==> config.mk <==
export PLATFORM = sky130hd
export DESIGN_NAME = sprite_blitter
export DESIGN_NICKNAME = d
export VERILOG_FILES = /design/src/rtl/sprite_blitter_pkg.sv /design/src/rtl/sprite_blitter_scan_counter.sv /design/src/rtl/sprite_blitter.sv
export SDC_FILE = /design/constraint.sdc
export NUM_CORES = 1
export LEC_CHECK = 0
export CELL_PAD_IN_SITES_DETAIL_PLACEMENT = 1
export CELL_PAD_IN_SITES_GLOBAL_PLACEMENT = 1
export CORE_MARGIN = 2
export CORE_UTILIZATION = 44
export DETAILED_ROUTE_END_ITERATION = 16
export PLACE_DENSITY = 0.91
export SLEW_MARGIN = 15
export SYNTH_ARGS = -nofsm -noshare
export SYNTH_HDL_FRONTEND = slang
export SYNTH_SLANG_ARGS = --single-unit
==> constraint.sdc <==
create_clock -name clk -period 7.35 [get_ports clk]
set_clock_uncertainty 0.15 [all_clocks]
set_input_delay 1.8375 -clock clk [delete_from_list [all_inputs] [get_ports clk]]
set_output_delay 1.8375 -clock clk [all_outputs]
set_load 0.05 [all_outputs]
==> src/rtl/sprite_blitter_pkg.sv <==
// Shared definitions for the sprite blitter: screen geometry defaults,
// coordinate/colour widths, FSM state encoding and an on-screen test helper.
package sprite_blitter_pkg;

  localparam int SCREEN_W_DEF = 160;
  localparam int SCREEN_H_DEF = 120;
  localparam int SCR_XW       = 8;
  localparam int SCR_YW       = 7;
  localparam int COLOUR_W     = 3;
  localparam int SUM_W        = 9;

  typedef enum logic [1:0] {
    ST_IDLE  = 2'd0,
    ST_SCAN  = 2'd1,
    ST_FLUSH = 2'd2,
    ST_DONE  = 2'd3
  } state_t;

  // True when a 9-bit screen coordinate pair lies inside the visible area.
  function automatic logic pix_on_screen(input logic [SUM_W-1:0] i_sx,
                                         input logic [SUM_W-1:0] i_sy,
                                         input int i_w, input int i_h);
    return (int'(i_sx) < i_w) && (int'(i_sy) < i_h);
  endfunction

endpackage

==> src/rtl/sprite_blitter_scan_counter.sv <==
// Row-major sprite coordinate counter (x fastest). Held at (0,0) while not
// enabled, so each draw starts from the origin; o_last flags the final pixel.
module sprite_blitter_scan_counter #(
  parameter int WIDTH_X  = 4,
  parameter int WIDTH_Y  = 3,
  parameter int SPRITE_W = 10,
  parameter int SPRITE_H = 6
) (
  input  logic               clk,
  input  logic               resetn,
  input  logic               i_en,
  output logic [WIDTH_X-1:0] o_x,
  output logic [WIDTH_Y-1:0] o_y,
  output logic               o_last
);

  logic [WIDTH_X-1:0] r_x;
  logic [WIDTH_Y-1:0] r_y;
  logic               w_x_end;
  logic               w_y_end;

  assign w_x_end = (r_x == WIDTH_X'(SPRITE_W - 1));
  assign w_y_end = (r_y == WIDTH_Y'(SPRITE_H - 1));
  assign o_last  = w_x_end && w_y_end;
  assign o_x     = r_x;
  assign o_y     = r_y;

  // Advance x each enabled cycle, wrap into the next row, clear when idle.
  always_ff @(posedge clk or negedge resetn) begin
    if (!resetn) begin
      r_x <= '0;
      r_y <= '0;
    end else if (!i_en) begin
      r_x <= '0;
      r_y <= '0;
    end else if (w_x_end) begin
      r_x <= '0;
      r_y <= w_y_end ? '0 : r_y + WIDTH_Y'(1);
    end else begin
      r_x <= r_x + WIDTH_X'(1);
    end
  end

endmodule

==> src/rtl/sprite_blitter.sv <==
// Sprite blitter: scans a sprite out of its RAM, offsets each pixel by the
// latched screen position, clips off-screen pixels and drives the VGA plotter.
// Optional: define SPRITE_BLITTER_TRANSPARENCY_EN to suppress pixels whose
// colour equals TRANSPARENT (slot still consumed, timing unchanged).
module sprite_blitter
  import sprite_blitter_pkg::*;
#(
  parameter int         WIDTH_X     = 4,
  parameter int         WIDTH_Y     = 3,
  parameter int         SPRITE_W    = 10,
  parameter int         SPRITE_H    = 6,
  parameter int         SCREEN_W    = SCREEN_W_DEF,
  parameter int         SCREEN_H    = SCREEN_H_DEF,
  parameter logic [2:0] TRANSPARENT = 3'b000
) (
  input  logic               clk,
  input  logic               resetn,
  input  logic               start,
  input  logic [7:0]         pos_x,
  input  logic [6:0]         pos_y,
  output logic [WIDTH_X-1:0] spr_x,
  output logic [WIDTH_Y-1:0] spr_y,
  input  logic [2:0]         spr_color,
  output logic [7:0]         vga_x,
  output logic [6:0]         vga_y,
  output logic [2:0]         vga_colour,
  output logic               vga_plot,
  output logic               busy,
  output logic               done
);

  state_t               r_state;
  state_t               w_state_next;
  logic                 r_flush_cnt;
  logic                 w_flush_cnt_next;
  logic                 w_accept;
  logic                 w_scan_en;
  logic                 w_last;
  logic [SCR_XW-1:0]    r_pos_x;
  logic [SCR_YW-1:0]    r_pos_y;
  logic                 r_s1_valid;
  logic [WIDTH_X-1:0]   r_s1_x;
  logic [WIDTH_Y-1:0]   r_s1_y;
  logic [SUM_W-1:0]     w_sx;
  logic [SUM_W-1:0]     w_sy;
  logic                 w_opaque;
  logic                 w_hit;
  logic [SCR_XW-1:0]    r_vga_x;
  logic [SCR_YW-1:0]    r_vga_y;
  logic [COLOUR_W-1:0]  r_vga_colour;
  logic                 r_vga_plot;

  assign w_scan_en = (r_state == ST_SCAN);

  sprite_blitter_scan_counter #(
    .WIDTH_X  (WIDTH_X),
    .WIDTH_Y  (WIDTH_Y),
    .SPRITE_W (SPRITE_W),
    .SPRITE_H (SPRITE_H)
  ) u_scan (
    .clk    (clk),
    .resetn (resetn),
    .i_en   (w_scan_en),
    .o_x    (spr_x),
    .o_y    (spr_y),
    .o_last (w_last)
  );

  // State and flush-slot registers.
  always_ff @(posedge clk or negedge resetn) begin
    if (!resetn) begin
      r_state     <= ST_IDLE;
      r_flush_cnt <= 1'b0;
    end else begin
      r_state     <= w_state_next;
      r_flush_cnt <= w_flush_cnt_next;
    end
  end

  // Next-state logic; FLUSH lasts two cycles to drain the two pipeline stages.
  always_comb begin
    w_state_next     = r_state;
    w_flush_cnt_next = 1'b0;
    w_accept         = 1'b0;
    case (r_state)
      ST_IDLE: begin
        if (start) begin
          w_accept     = 1'b1;
          w_state_next = ST_SCAN;
        end
      end
      ST_SCAN: begin
        if (w_last) w_state_next = ST_FLUSH;
      end
      ST_FLUSH: begin
        w_flush_cnt_next = ~r_flush_cnt;
        if (r_flush_cnt) w_state_next = ST_DONE;
      end
      ST_DONE:  w_state_next = ST_IDLE;
      default:  w_state_next = ST_IDLE;
    endcase
  end

  // Capture the screen offset when a draw is accepted.
  always_ff @(posedge clk or negedge resetn) begin
    if (!resetn) begin
      r_pos_x <= '0;
      r_pos_y <= '0;
    end else if (w_accept) begin
      r_pos_x <= pos_x;
      r_pos_y <= pos_y;
    end
  end

  // Stage 1: carry the issued coordinate alongside the one-cycle RAM read.
  always_ff @(posedge clk or negedge resetn) begin
    if (!resetn) begin
      r_s1_valid <= 1'b0;
      r_s1_x     <= '0;
      r_s1_y     <= '0;
    end else begin
      r_s1_valid <= w_scan_en;
      r_s1_x     <= spr_x;
      r_s1_y     <= spr_y;
    end
  end

  assign w_sx = SUM_W'(r_pos_x) + SUM_W'(r_s1_x);
  assign w_sy = SUM_W'(r_pos_y) + SUM_W'(r_s1_y);

`ifdef SPRITE_BLITTER_TRANSPARENCY_EN
  assign w_opaque = (spr_color != TRANSPARENT);
`else
  assign w_opaque = 1'b1;
`endif

  assign w_hit = r_s1_valid && w_opaque && pix_on_screen(w_sx, w_sy, SCREEN_W, SCREEN_H);

  // Stage 2: register visible pixels; clipped slots leave position/colour untouched.
  always_ff @(posedge clk or negedge resetn) begin
    if (!resetn) begin
      r_vga_x      <= '0;
      r_vga_y      <= '0;
      r_vga_colour <= '0;
      r_vga_plot   <= 1'b0;
    end else begin
      r_vga_plot <= w_hit;
      if (w_hit) begin
        r_vga_x      <= w_sx[SCR_XW-1:0];
        r_vga_y      <= w_sy[SCR_YW-1:0];
        r_vga_colour <= spr_color;
      end
    end
  end

  assign vga_x      = r_vga_x;
  assign vga_y      = r_vga_y;
  assign vga_colour = r_vga_colour;
  assign vga_plot   = r_vga_plot;
  assign busy       = (r_state != ST_IDLE);
  assign done       = (r_state == ST_DONE);

endmodule

==> results of run 1 <==
-- flip-flops by register name, summed over array words and instances (netlist names) --
register,count
r_pos_x,8
vga_x,8
r_pos_y,7
vga_y,7
r_s1_x,4
u_scan.o_x,4
r_s1_y,3
u_scan.o_y,3
vga_colour,3
r_state,2
r_flush_cnt,1
r_s1_valid,1
vga_plot,1
-- cells in the mapped netlist, types with 2 or more instances --
library cell | instances | area share [%]
sky130_fd_sc_hd__mux2i_1 | 2 | 0.80
sky130_fd_sc_hd__xor2_1 | 6 | 2.1
sky130_fd_sc_hd__ha_1 | 14 | 7.0
sky130_fd_sc_hd__o211ai_1 | 2 | 0.60
sky130_fd_sc_hd__nor2_1 | 12 | 1.8
sky130_fd_sc_hd__o21ai_0 | 7 | 1.4
sky130_fd_sc_hd__inv_1 | 16 | 2.4
sky130_fd_sc_hd__and2_1 | 3 | 0.75
sky130_fd_sc_hd__and3_1 | 2 | 0.50
sky130_fd_sc_hd__nand2_1 | 8 | 1.2
sky130_fd_sc_hd__o21a_1 | 2 | 0.60
sky130_fd_sc_hd__nand3_1 | 5 | 1.0
sky130_fd_sc_hd__xnor2_1 | 7 | 2.5
sky130_fd_sc_hd__dfrtp_1 | 52 | 52
sky130_fd_sc_hd__a21oi_1 | 4 | 0.80
sky130_fd_sc_hd__nor2b_1 | 3 | 0.75
sky130_fd_sc_hd__fa_1 | 2 | 1.6
sky130_fd_sc_hd__mux2_4 | 7 | 4.2
sky130_fd_sc_hd__mux2_2 | 22 | 9.9
-- cells by family (layout without fill, tap and decap cells) --
group,count (synthesis),after routing,synth area share (%)
AOI/OAI and AO/OA,24,24,7.73
xor gates and xnor gates,13,13,4.57
adders and majority gates,16,16,8.63
buffers and inverters,18,73,3.01
DFF,52,52,52.2
muxes,31,31,15.0
and+or+nand+nor,42,42,8.89
-- worst max-delay path by stage --
stage                     from         end  slack (ns)  depth (start not counted)
floorplan                start  r_pos_x[0]        4.37                          3
global placement    r_state[0]        busy        3.86                          4
detailed placement  r_state[0]        busy        3.80                          4
CTS                 r_state[0]        busy        3.46                          4
global route        r_state[0]        busy        3.39                          4
finish              r_state[0]        busy        3.48                          4
-- layout make-up --
| class | instances | area share, % |
|---|---|---|
| Sequential cell | 52 | 40.5 |
| Multi-Input combinational cell | 126 | 34.8 |
| Timing Repair Buffer | 49 | 15.0 |
| Clock inverter | 3 | 2.81 |
| Tap cell | 72 | 2.81 |
| Clock buffer | 5 | 2.14 |
| Inverter | 16 | 1.87 |
-- power by group --
group	internal (uW)	leakage, uW	switching, uW
registers	287	0.000662	0.448
logic	11.7	0.000712	11.0
clock network	170	0.0000784	94.0
total	468	0.00145	105
-- per-stage QoR --
step	worst slack, ns	instances
6_report	3.48	323
3_3_place_gp	3.86	315
2_1_floorplan	4.37	196
3_5_place_dp	3.80	315
4_1_cts	3.46	323
5_1_grt	3.39	323
-- layout by cell type, fill, tap and decap left out, drive strengths merged --
cell type      instances
dfrtp                 52
clkdlybuf4s50         47
mux2                  29
inv                   16
ha                    14
nor2                  13
nand2                  8
o21ai                  8
xnor2                  7
xor2                   6
nand3                  5
clkbuf                 5
a21oi                  4
nor2b                  3
and2                   3
bufinv                 3
a211oi                 3
and3                   2
mux2i                  2
o211ai                 2
o21a                   2
fa                     2
buf                    2
nand3b                 1
o21bai                 1
nand2b                 1
or4b                   1
o311ai                 1
o221a                  1
nor3b                  1
and3b                  1
o2111ai                1
and4b                  1
nand4b                 1
nor3                   1
a21o                   1
-- worst reg2reg max path, stage by stage (launching register included) --
cell and delay, ns:
sky130_fd_sc_hd__dfrtp_1 0.37, sky130_fd_sc_hd__ha_1 0.23, sky130_fd_sc_hd__inv_1 0.08, sky130_fd_sc_hd__fa_1 0.40
sky130_fd_sc_hd__nand2b_1 0.16, sky130_fd_sc_hd__a21oi_1 0.35, sky130_fd_sc_hd__or4b_1 0.21, sky130_fd_sc_hd__o311ai_2 0.15
sky130_fd_sc_hd__o21ai_4 0.56, sky130_fd_sc_hd__mux2_2 0.42
-- routing by layer --
layer / global-route usage, % / vias to the layer above
li1: - / 774
met1: 21.7 / 792
met2: 29.3 / 41
met3: 4.77 / 6
met4: 5.17 / 0
met5: 0 / -
==> results.txt, run 1 <==
The fmax came out at 259 MHz. The number of antenna-violating nets in the routed design came out at 0. The worst hold slack came out at 0.270 ns. The initial cell density of the core is 45.5%.

In this run the critical register-to-register path is captured at vga_colour[2]. The worst pin sits at a relative slew slack of 53.5%. The floorplan step set the die width to 79.3 um. The global-route usage over all layers came out at 17.3%. The final RePlAce weighted congestion is 0.733. The clock network latency to the later pin of the worst-skew pair came out at 0.30 ns. The number of enable-type register cells in the synthesized netlist came out at 0.

The repair_antennas step left the layout with diodes totalling 0. The shortest clock period the worst path allows after layout is 3.87 ns. The cell seen most often among critical-path stages is sky130_fd_sc_hd__inv_1. The most used flip-flop cell after synthesis is sky130_fd_sc_hd__dfrtp_1.

The setup violation total in the final timing report is 0. In this run the critical register-to-register path is launched from r_pos_x[0]. After global routing the overflow that remains totals 0. The layout has 562 filler cells. The proportion of layout cells with a drive suffix above 1 is 17.9%. The first-pass iteration count of the detailed router is 4.

The total vias in the final route came out at 1613. The routed length on met2 came out at 2460 um. The count of unique library cells instantiated by Yosys came out at 39. The required time at the endpoint of the critical path came out at 5.36 ns.

The floorplan step defined a die boundary enclosing 6280 sq um. The worst reg2reg path depth came out at 9. The minimum setup slack among reg-to-reg paths came out at 4.17 ns.

The area taken by flip-flops and latches is 1300 sq um. STA classifies the critical path startpoint as a register. Buffers inserted during clock tree synthesis total 5.

The type of destination of the critical path is an output pin. At the worst endpoint, the arrival time is 1.88 ns. TritonCTS built the clock tree. The family of cells with the greatest summed delay on the critical path is buffers and inverters. Relative to the synthesized area, the layout overhead comes to 28.8%.

The number of pins with negative max-slew slack in the final report came to 0. The sequential cell area fraction in the yosys report is 52.2%. For this block, wires on met1 add up to 2200 um. The maximum number of pins on one net before global-route repair is 53. The sum of internal, switching and leakage power came out at 574 uW. The multi-input gate area in the final layout is 1120 sq um.

The row count is 27. The post-route standard cell area excluding fillers came out at 3210 sq um. The number of global-route vias before repair is 1818.

The mean cell area of the mapped netlist came out at 12.7 sq um. The uppermost signal routing layer after detailed routing is met4. The depth of the CTS H-tree came out at 2. The wire length reported by the detailed router is 4910 um. The final routed wire length divided by cell count came out at 15.2 um.

The hold-critical path endpoint is r_flush_cnt. The number of warnings printed during yosys synthesis came out at 0. Along the worst hold path, the cell count comes to 1.

The global-route wire length before repair came out at 8450 um. The tightest min-delay check is of the reg -> reg type. Summed over all nets, wire length on met3 after detailed routing comes to 214 um. The total nets after synthesis came out at 233. The async set-reset flop share out of synthesis is 100%.

The combined buffer and inverter count along the critical path is 3. The run finished with clean final reports. The I/O pin count came out at 49. In this run, post-CTS hold repair placed 0 buffers. The buffer type at the clock tree root is sky130_fd_sc_hd__clkbuf_8. The power density over the cells is 179 nW/um^2. The number of maximum-capacitance constraint violations is 0. The cell count after synthesis is 196.

The number of sinks handled by clock tree synthesis came out at 52. On the worst path, the slowest cell contributes a delay of 0.79 ns. Detailed placement ended at an HPWL of 3640 um. The final layout contains 287 nets.

The CTS clock-pin slew for the worst setup and hold paths is 0.09 ns. The synthesized netlist occupies a cell area of 2490 sq um. After routing, the total negative slack on setup checks comes to 0 ns. By startpoint and endpoint, the worst setup path is classified as reg -> out. During placement, the flow inserted port buffers numbering 48. The maximum count of clock buffers along a single path is 2.

The placed cell area is 3050 sq um. The leakage dissipation is 0.00145 uW. The initial antenna violation count came out at 0.

Setup repair after global routing left no endpoint under its margin. After synthesis the netlist holds a flip-flop and latch count of 52. The number of endpoints with negative hold slack in the final report is 0. For this run, design rule violations remaining after detail routing come to 0.

The worst-margin pin slew is 0.696 ns. The signal on the critical path passes through inv_1, ha_1, inv_1, clkdlybuf4s50_1. The post-cts resize count came out at 0.

The highest ir drop seen on vdd came out at 130 uV. The startpoint of the tightest hold check path is r_flush_cnt. The slowest cell on the critical path is sky130_fd_sc_hd__clkdlybuf4s50_1.

The via density per instance came out at 4.99. The first-iteration detailed-routing DRC count came out at 80. The area of the core came out at 5470 sq um. The maximum fanout along the worst path came out at 4. The die height is 79.3 um.

The share of the core filled with cells in the final layout came out at 58.6%. The number of buffers inserted to repair setup after CTS came out at 0. The ratio of final minimum period to clock period is 52.6%.
Note: power is estimated with default switching activity, not from simulation.
==> run 2: changes to the inputs <==
--- a/config.mk
+++ b/config.mk
@@ -8,9 +8,9 @@
 export CELL_PAD_IN_SITES_DETAIL_PLACEMENT = 1
 export CELL_PAD_IN_SITES_GLOBAL_PLACEMENT = 1
 export CORE_MARGIN = 2
-export CORE_UTILIZATION = 44
+export CORE_UTILIZATION = 41
 export DETAILED_ROUTE_END_ITERATION = 16
-export PLACE_DENSITY = 0.91
+export PLACE_DENSITY = 0.86
 export SLEW_MARGIN = 15
 export SYNTH_ARGS = -nofsm -noshare
 export SYNTH_HDL_FRONTEND = slang
==> constraint.sdc (replaced) <==
create_clock -name clk -period 3.65 [get_ports clk]
set_clock_uncertainty 0.15 [all_clocks]
set_input_delay 0.9125 -clock clk [delete_from_list [all_inputs] [get_ports clk]]
set_output_delay 0.9125 -clock clk [all_outputs]
set_load 0.05 [all_outputs]
==> results.txt, run 2 (same netlist as run 1, synthesis figures left out) <==
In this run the tool buffered the top-level ports with 48 buffer cells. Setup repair after global routing left no endpoint under its margin. The sum of internal, switching and leakage power is 1020 uW. The total global routing overflow came out at 0.

The HPWL after detailed placement came out at 3900 um. The worst-margin pin slew came out at 0.704 ns. The clock passes through at most 2 buffers.

The wire length reported by the detailed router came out at 5070 um. Broken down by cell family, the worst path's largest delay share belongs to compound AO/OA/AOI/OAI gates. The number of buffers inserted to repair setup after CTS is 0. The initial antenna violation count is 0. The setup slack at placement came out at 0.503 ns. The maximum number of pins on one net before global-route repair came out at 35. In the layout the commonest cells are 52 x sky130_fd_sc_hd__dfrtp_1, 47 x sky130_fd_sc_hd__clkdlybuf4s50_1, 22 x sky130_fd_sc_hd__mux2_2, 16 x sky130_fd_sc_hd__inv_1, 14 x sky130_fd_sc_hd__ha_1. The power density over the cells came out at 321 nW/um^2.

The final-stage net count is 287. The highest ir drop seen on vdd came out at 152 uV. The leakage dissipation is 0.00143 uW.

The combined buffer and inverter count along the critical path is 1. The fmax is 319 MHz. The chip width is 82.0 um. The number of hold-repair buffers added at the cts stage is 0.

The required time at the endpoint of the critical path is 3.69 ns. The I/O pin count is 49. The final routed wire length divided by cell count came out at 15.6 um. The total vias in the final route came out at 1636. In the routed layout, each cell is associated on average with a via count of 5.02. The post-cts resize count came out at 0. The first TritonRoute pass finished after 3 iterations.

The worst setup path is captured at a register. The area growth from synthesis to layout came out at 27.0%. The detailed router finished its first iteration with 49 violations. The signal on the critical path passes through ha_1, inv_1, fa_1, nand2b_1, a21oi_1, or4b_1, o311ai_2, o21ai_4, mux2_2.

The H-tree was split into 2 levels. The clock network latency to the later pin of the worst-skew pair is 0.31 ns. The floorplan step defined a core boundary enclosing 5890 sq um.

The ratio of final minimum period to clock period came out at 85.8%. The startpoint of the worst setup timing path is r_pos_x[0]. The final worst-path setup slack is 0.519 ns. The worst hold path begins at r_flush_cnt. The initial cell density of the core came out at 42.3%. In this run, CTS created clock tree buffers numbering 5.

The number of antenna-violating nets in the routed design is 0. The worst reg2reg path startpoint is r_pos_x[0]. The post-route netlist has 17.9% of its cells at a drive strength greater than 1.

Across the run, the number of max-cap violations was 0. The post-detailed-route DRC marker count is 0. The longest individual stage delay on the worst path is 0.57 ns.

After detailed placement, the total cell area comes to 3050 sq um. The final RePlAce weighted congestion is 0.745. The slowest stage of the critical path is the sky130_fd_sc_hd__o21ai_4 cell. The setup violation total in the final timing report is 0. In this run the tightest slew margin relative to its limit is 53.0%.

The buffer type at the clock tree root is sky130_fd_sc_hd__clkbuf_8. The number of global-route vias before repair came out at 1722. The type of the setup path with the least slack is reg -> reg.

For this run, the total global-route usage over all layers was measured as 16.8%. The maximum fanout along the worst path came out at 16. The global-route wire length before repair came out at 8470 um. Cells fill 53.8% of the core in the end. The critical path data arrival time came out at 3.17 ns. The CTS clock-pin slew for the worst setup and hold paths came out at 0.09 ns. The die height came out at 82.0 um.

The shortest clock period the worst path allows after layout came out at 3.13 ns. The run finished with clean final reports. The die covers 6720 sq um.

The post-route standard cell area excluding fillers came out at 3170 sq um. The repair_antennas step left the layout with diodes totalling 0. The tightest min-delay check is of the reg -> reg type. After routing, the total negative slack on setup checks comes to 0 ns. The number of endpoints with negative hold slack in the final report is 0. Leaving out fill and tap cells, the most frequent cell in the layout is sky130_fd_sc_hd__dfrtp_1. The number of sinks handled by clock tree synthesis is 52. The element type at the critical path start is a register.

The number of pins with negative max-slew slack in the final report is 0. The row count came out at 28. TritonCTS built the clock tree.
run 2: changes by cell type in the layout (fill, tap and decap cells not counted):
cell	delta
sky130_fd_sc_hd__bufinv_16	-2
sky130_fd_sc_hd__clkinv_2	+1
sky130_fd_sc_hd__clkinvlp_4	+1
run 2: metal layers:
layer	global-route usage (%)	vias to the layer above	wire [um]
li1	-	777	-
met1	20.5	821	2180
met2	29.5	33	2630
met3	3.96	5	204
met4	4.50	0	55
met5	0	-	0
run 2: final timing paths:
kind | cells past startpoint | endpoint | slack (ns)
setup / recovery | 9 | vga_x[2] | 0.52
hold / removal | 1 | r_flush_cnt | 0.27
setup reg to reg | 9 | vga_x[2] | 0.52
hold reg to reg | 1 | r_flush_cnt | 0.27
max in group asynchronous | 2 | r_pos_y[3] | 2.18
min in group asynchronous | 1 | vga_x[5] | 0.38
run 2: layout make-up:
class,count,area (sq um)
tap,75,93.8
inverter,16,60.1
fill,606,2720
timing repair buffer,49,483
clock buffer,5,68.8
clock inverter,3,42.5
multi-input combinational,126,1120
sequential,52,1300
run 2: stage by stage:
step           cells  hold slack [ns]
2_1_floorplan    196            0.238
3_3_place_gp     318            0.254
3_5_place_dp     318            0.258
4_1_cts          326            0.272
5_1_grt          326            0.291
6_report         326            0.268
run 2: power breakdown:
| group | switching (uW) | internal, uW |
|---|---|---|
| registers | 0.873 | 577 |
| clock network | 190 | 203 |
| logic | 21.8 | 23.5 |
run 2: worst register-to-register path: stages (launching register included):
cell	delay [ns]
sky130_fd_sc_hd__dfrtp_1	0.37
sky130_fd_sc_hd__ha_1	0.23
sky130_fd_sc_hd__inv_1	0.07
sky130_fd_sc_hd__fa_1	0.41
sky130_fd_sc_hd__nand2b_1	0.16
sky130_fd_sc_hd__a21oi_1	0.32
sky130_fd_sc_hd__or4b_1	0.20
sky130_fd_sc_hd__o311ai_2	0.14
sky130_fd_sc_hd__o21ai_4	0.57
sky130_fd_sc_hd__mux2_2	0.41
